===== config.mk =====
export PLATFORM = sky130hd
export DESIGN_NAME = pc_call_sequencer
export DESIGN_NICKNAME = d
export VERILOG_FILES = /design/src/rtl/pc_seq_pkg.sv /design/src/rtl/pc_call_sequencer.sv
export SDC_FILE = /design/constraint.sdc
export NUM_CORES = 1
export LEC_CHECK = 0
export BUFFER_PORTS_ARGS = -buffer_cell sky130_fd_sc_hd__buf_4
export CORE_MARGIN = 5
export CORE_UTILIZATION = 35
export CTS_CLUSTER_SIZE = 40
export DETAILED_ROUTE_END_ITERATION = 10
export PLACE_DENSITY = 0.65
export RECOVER_POWER = 50
export SYNTH_ARGS = -nofsm -noshare
export SYNTH_HDL_FRONTEND = slang
export SYNTH_SLANG_ARGS = --single-unit
export TNS_END_PERCENT = 50

===== constraint.sdc =====
create_clock -name clk -period 2.2 [get_ports clk]
set_input_delay 0 -clock clk [delete_from_list [all_inputs] [get_ports clk]]
set_output_delay 0 -clock clk [all_outputs]
set_load 0.01 [all_outputs]

===== src/rtl/pc_seq_pkg.sv =====
// Shared types for the program-counter call sequencer.
// Holds the FSM states, the fault codes and the depth-counter width helper.
package pc_seq_pkg;

  typedef enum logic [2:0] {
    IDLE     = 3'd0,
    RUN      = 3'd1,
    RET_WAIT = 3'd2,
    HALTED   = 3'd3,
    FAULT    = 3'd4
  } state_t;

  typedef enum logic [1:0] {
    F_NONE     = 2'd0,
    F_OVF      = 2'd1,
    F_UNF      = 2'd2,
    F_CONFLICT = 2'd3
  } fault_t;

  // One extra bit so the counter can hold the full-stack value STACK_DEPTH.
  function automatic int depth_width(input int n);
    return $clog2(n) + 1;
  endfunction

endpackage


===== src/rtl/pc_call_sequencer.sv =====
// PC sequencer driving a return-address stack; owns the call depth and
// refuses any push/pop that would over- or under-run the reset-less stack.
module pc_call_sequencer
  import pc_seq_pkg::*;
#(
  parameter int D           = 12,
  parameter int STACK_DEPTH = 8,
  localparam int DW         = depth_width(STACK_DEPTH)
) (
  input  logic          clk,
  input  logic          reset,
  input  logic          start,
  input  logic [D-1:0]  start_addr,
  input  logic          stall,
  input  logic          halt,
  input  logic          jump,
  input  logic          call,
  input  logic          ret,
  input  logic [D-1:0]  jump_target,
  input  logic [D-1:0]  ras_target_out,
  output logic [D-1:0]  pc,
  output logic          fetch_valid,
  output logic [D-1:0]  ras_addr,
  output logic [D-1:0]  ras_target_in,
  output logic          ras_call,
  output logic          ras_ret,
  output logic [DW-1:0] depth,
  output logic          done,
  output logic          fault,
  output logic [1:0]    fault_code
);

  localparam logic [DW-1:0] DEPTH_FULL = DW'(STACK_DEPTH);

  state_t        state_r, state_s;
  logic [D-1:0]  pc_r, pc_s;
  logic [DW-1:0] depth_r, depth_s;
  logic          done_r, done_s;
  logic          fault_r, fault_s;
  fault_t        code_r, code_s;
  logic          fetch_valid_s;
  logic          ras_call_s;
  logic          ras_ret_s;

  // Next-state, next-PC, depth bookkeeping and same-cycle stack strobes.
  always_comb begin
    state_s       = state_r;
    pc_s          = pc_r;
    depth_s       = depth_r;
    done_s        = done_r;
    fault_s       = fault_r;
    code_s        = code_r;
    fetch_valid_s = 1'b0;
    ras_call_s    = 1'b0;
    ras_ret_s     = 1'b0;

    case (state_r)
      IDLE, HALTED: begin
        if (start) begin
          pc_s    = start_addr;
          depth_s = '0;
          done_s  = 1'b0;
          state_s = RUN;
        end else begin
          state_s = state_r;
        end
      end

      RUN: begin
        if (stall) begin
          state_s = RUN;
        end else begin
          fetch_valid_s = 1'b1;
          if (call && ret) begin
            state_s = FAULT;
            fault_s = 1'b1;
            code_s  = F_CONFLICT;
          end else if (halt) begin
            state_s = HALTED;
            done_s  = 1'b1;
          end else if (ret) begin
            if (depth_r == '0) begin
              state_s = FAULT;
              fault_s = 1'b1;
              code_s  = F_UNF;
            end else begin
              ras_ret_s = 1'b1;
              state_s   = RET_WAIT;
            end
          end else if (call) begin
            if (depth_r == DEPTH_FULL) begin
              state_s = FAULT;
              fault_s = 1'b1;
              code_s  = F_OVF;
            end else begin
              ras_call_s = 1'b1;
              pc_s       = jump_target;
              depth_s    = depth_r + DW'(1);
            end
          end else if (jump) begin
            pc_s = jump_target;
          end else begin
            pc_s = pc_r + D'(1);
          end
        end
      end

      // Stack output is only valid now, so stall cannot defer this cycle.
      RET_WAIT: begin
        pc_s    = ras_target_out;
        depth_s = depth_r - DW'(1);
        state_s = RUN;
      end

      FAULT: begin
        state_s = FAULT;
      end

      default: begin
        state_s = IDLE;
      end
    endcase
  end

  // State and datapath registers.
  always_ff @(posedge clk or posedge reset) begin
    if (reset) begin
      state_r <= IDLE;
      pc_r    <= '0;
      depth_r <= '0;
      done_r  <= 1'b0;
      fault_r <= 1'b0;
      code_r  <= F_NONE;
    end else begin
      state_r <= state_s;
      pc_r    <= pc_s;
      depth_r <= depth_s;
      done_r  <= done_s;
      fault_r <= fault_s;
      code_r  <= code_s;
    end
  end

  assign pc            = pc_r;
  assign depth         = depth_r;
  assign done          = done_r;
  assign fault         = fault_r;
  assign fault_code    = code_r;
  assign fetch_valid   = fetch_valid_s;
  assign ras_call      = ras_call_s;
  assign ras_ret       = ras_ret_s;
  assign ras_addr      = pc_r;
  assign ras_target_in = jump_target;

endmodule


==> results.yml <==
logic_synthesis:
  ys_seq_area_frac: 0.2956
  ys_dominant_reg_cell: "sky130_fd_sc_hd__dfrtp_1"
  synth_top_cells_by_count: "25 x sky130_fd_sc_hd__buf_4, 24 x sky130_fd_sc_hd__o21ai_0, 23 x sky130_fd_sc_hd__dfrtp_1, 18 x sky130_fd_sc_hd__a21oi_1, 18 x sky130_fd_sc_hd__nor2_1"
  number_of_enable_type_register_cells_in_the_synthesized_netlist: 0
  synth_compound_area_frac: 0.2763
  instance_count_of_the_mapped_netlist: 238
  synth_top_cell_by_area: "sky130_fd_sc_hd__dfrtp_1"
  synth_top_cells_by_area: "sky130_fd_sc_hd__dfrtp_1 30%, sky130_fd_sc_hd__buf_4 9.6%, sky130_fd_sc_hd__o21ai_0 6.2%, sky130_fd_sc_hd__a21oi_1 4.6%, sky130_fd_sc_hd__a221oi_1 3.6%"
  synth_top_family_by_area: "compound AO/OA/AOI/OAI gates"
  synth.lib_cells_used.distinct: 52
  ys.warnings.count: 0
  async_set_or_reset_flop_fraction_in_the_synthesized_netlist: 1.000
  synth.top_cell.area_share: 0.2956
  mappedNetlistNets: 286
  yosysMostFrequentCell: "sky130_fd_sc_hd__buf_4"
  syn-mean-instance-area_sq_um: 8.180
  synth_simple_gate_area_frac: 0.2224
  synth.mux.area_fraction: 0.01093
  syn_area_sq_um: 1947
  yosys.area_share.xor_xnor: 0.02699
  ys_seq_elements: 23
  post_synth_fa_ha_maj_area_fraction: 0.02956
setup_path:
  data_arrival_time_of_the_critical_path_ns: 2.20
  reg2regPathDepth: 5
  critical_path.startpoint_type: "flop"
  criticalPathCategory: "reg -> reg"
  cp_max_fo: 10
  cp_data_required_time_ns: 2.36
  end_kind: "flop"
floorplan:
  die_w_um: 84.58
  count_of_standard_cell_rows: 27
  die-height_um: 84.58
  top_level_ports: 91
  starting_density: 0.3557
  die_area_sq_um: 7154
  core_area_sq_um: 5473
grt:
  pin_count_of_the_biggest_net_entering_global_routing: 24
  grt_pass1_vias: 2036
  grt_first_pass_wirelength_um: 9977
  global_route.overflow_total: 0
  groute.usage.overall: 0.1669
  initial_antenna_violation_count: 0
sta:
  worst_slew_pin_slew_ns: 0.9148
  max-slew-margin-rel: 0.3895
  final.period_utilization: 0.9259
  finalCriticalPeriod_ns: 2.037
  max_clock_freq_mhz: 490.9
  final.setup.worst_slack_ns: 0.1631
  finalMaxSlewViolations: 0
  hold_violations: 0
  rsz0062_at_grt: "no"
  timing.clock.skew_ns: 0.002118
  report.final.setup_viol: 0
  tns_ns: 0
clock_network:
  cts.sink_count: 23
  clockBufferDepth: 2
  numCtsBuffers: 3
  clkSlewWorstSetupHoldPaths_ns: 0.09
  clock_tree_from_tritoncts: "built"
  cts_max_level: 1
  clk_latency_ns: 0.26
  post-cts-setup-buffer-count: 0
  clock-root-buffer: "sky130_fd_sc_hd__clkbuf_8"
placed_design:
  place.gp.congestion: 0.8890
  post-dp-hpwl_um: 4703
  dp_worst_setup_slack_ns: 0.1828
  placement.io_buffers: 90
cells_and_area:
  antenna_cells_inserted: 0
  nFillCells: 584
  area_growth_syn_to_layout_pct: 26.03
  final_net_count: 358
  post_route_cells_drive_above_1_share: 0.2427
power:
  ir_drop_v: 0.0005046
  power-per-cell-area_nw_per_um2: 1261
  p_leak_nw: 1.059
routing:
  antenna_violating_nets_post_route: 0
  detailed_router_s_first_iteration_violation_count: 93
  drtPass1Iterations: 4
  routed_wirelength_um: 5964
  vias_per_cell: 5.220
  vias: 1989
  post_drt_wl_per_cell_um: 15.65
  route.detailed.drc: 0
worst_hold_path:
  hold-path-cell-count: 3
  worst_hold_path_type: "in -> reg"
job:
  max_cap_viol_count: 0
status:
  outcome: "completed"
-- placed cells by master, fill, tap and decap left out, types with 2 or more instances in the layout --
master	count
sky130_fd_sc_hd__dfrtp_1	23
sky130_fd_sc_hd__a21o_1	3
sky130_fd_sc_hd__xor2_1	2
sky130_fd_sc_hd__clkbuf_8	3
sky130_fd_sc_hd__a22o_1	5
sky130_fd_sc_hd__nand2b_1	8
sky130_fd_sc_hd__nor2_1	18
sky130_fd_sc_hd__xnor2_1	4
sky130_fd_sc_hd__ha_1	3
sky130_fd_sc_hd__nor4_1	3
sky130_fd_sc_hd__or3b_1	2
sky130_fd_sc_hd__inv_1	10
sky130_fd_sc_hd__or4_1	2
sky130_fd_sc_hd__a221oi_1	8
sky130_fd_sc_hd__a2bb2oi_1	2
sky130_fd_sc_hd__nor3_1	5
sky130_fd_sc_hd__o21ai_0	24
sky130_fd_sc_hd__or2_2	4
sky130_fd_sc_hd__buf_4	56
sky130_fd_sc_hd__clkbuf_1	45
sky130_fd_sc_hd__a21oi_1	18
sky130_fd_sc_hd__nand3_1	9
sky130_fd_sc_hd__nand2_1	17
sky130_fd_sc_hd__a31oi_1	3
sky130_fd_sc_hd__a221o_1	3
-- area by class of cell --
type                    instances  area [sq um]  area share
repair buffers                102         603.1      0.2458
inverters                      10         37.54     0.01530
well taps                      72         90.09     0.03672
flip-flops and latches         23         575.6      0.2346
multi-input cells             170          1102      0.4493
clock buffers                   4         45.04     0.01836
-- report_power, final --
group	switching (mW)	total [mW]	internal (mW)
sequential	0.260	0.868	0.607
clock	0.143	0.272	0.129
combinational	1.11	1.96	0.847
total	1.51	3.10	1.58
-- cells by family (layout without fill, tap and decap cells) --
| kind of cell | Yosys count | after routing |
|---|---|---|
| AO/OA/AOI/OAI | 79 | 79 |
| multiplexers | 2 | 2 |
| XOR/XNOR | 6 | 6 |
| adder cells (fa/ha/maj) | 4 | 4 |
| flip-flops | 23 | 23 |
| buffers and inverters | 45 | 116 |
| AND/OR/NAND/NOR | 79 | 79 |
-- flip-flops by register name, indices dropped and copies added, names as in the netlist --
name and cells:
depth 4, state_r 3, fault 1, pc 12
done 1, fault_code 2
-- per-layer routing --
layer / wire length, um / up-vias / GRT usage
li1: - / 985 / -
met1: 2683 / 929 / 0.2208
met2: 2812 / 71 / 0.2754
met3: 416 / 4 / 0.04612
met4: 51 / 0 / 0.02878
met5: 0 / - / 0
-- path summary, 6_finish.rpt --
| check | startpoint | endpoint | slack (ns) |
|---|---|---|---|
| min reg2reg | fault | fault | 0.48 |
| min in group asynchronous | reset | pc[0] | 0.50 |
| max in group asynchronous | reset | pc[3] | 1.14 |
| max reg2reg | state_r[0] | pc[7] | 0.16 |
| min | ret | fault_code[1] | 0.03 |
| max | state_r[0] | pc[7] | 0.16 |
-- critical path, stage by stage (launching register included) --
cell                       delay (ns)
sky130_fd_sc_hd__dfrtp_1         0.51
sky130_fd_sc_hd__or3b_1          0.40
sky130_fd_sc_hd__a311oi_2        0.35
sky130_fd_sc_hd__o21a_2          0.32
sky130_fd_sc_hd__o21ai_0         0.15
sky130_fd_sc_hd__a22o_1          0.20
-- per-stage QoR --
| stage | utilization | instance area, sq um | cells | total power [mW] | hold WS (ns) |
|---|---|---|---|---|---|
| after floorplan | - | 1947 | 238 | 2.301 | 0.001924 |
| after global placement | 0.4685 | 2564 | 376 | 3.004 | 0.1919 |
| after detailed placement | 0.4685 | 2564 | 376 | 3.044 | 0.1921 |
| after CTS | 0.4785 | 2619 | 381 | 3.331 | 0.02807 |
| after global routing | 0.4483 | 2454 | 381 | 3.410 | 0.05129 |
| final | 0.4483 | 2454 | 381 | 3.095 | 0.03479 |
-- what timing repair did --
action,CTS,global route
resized for setup,0,0
hold buffers,1,0
endpoints found under the hold margin,23,0
No activity file was read; power rests on OpenSTA's default activity.
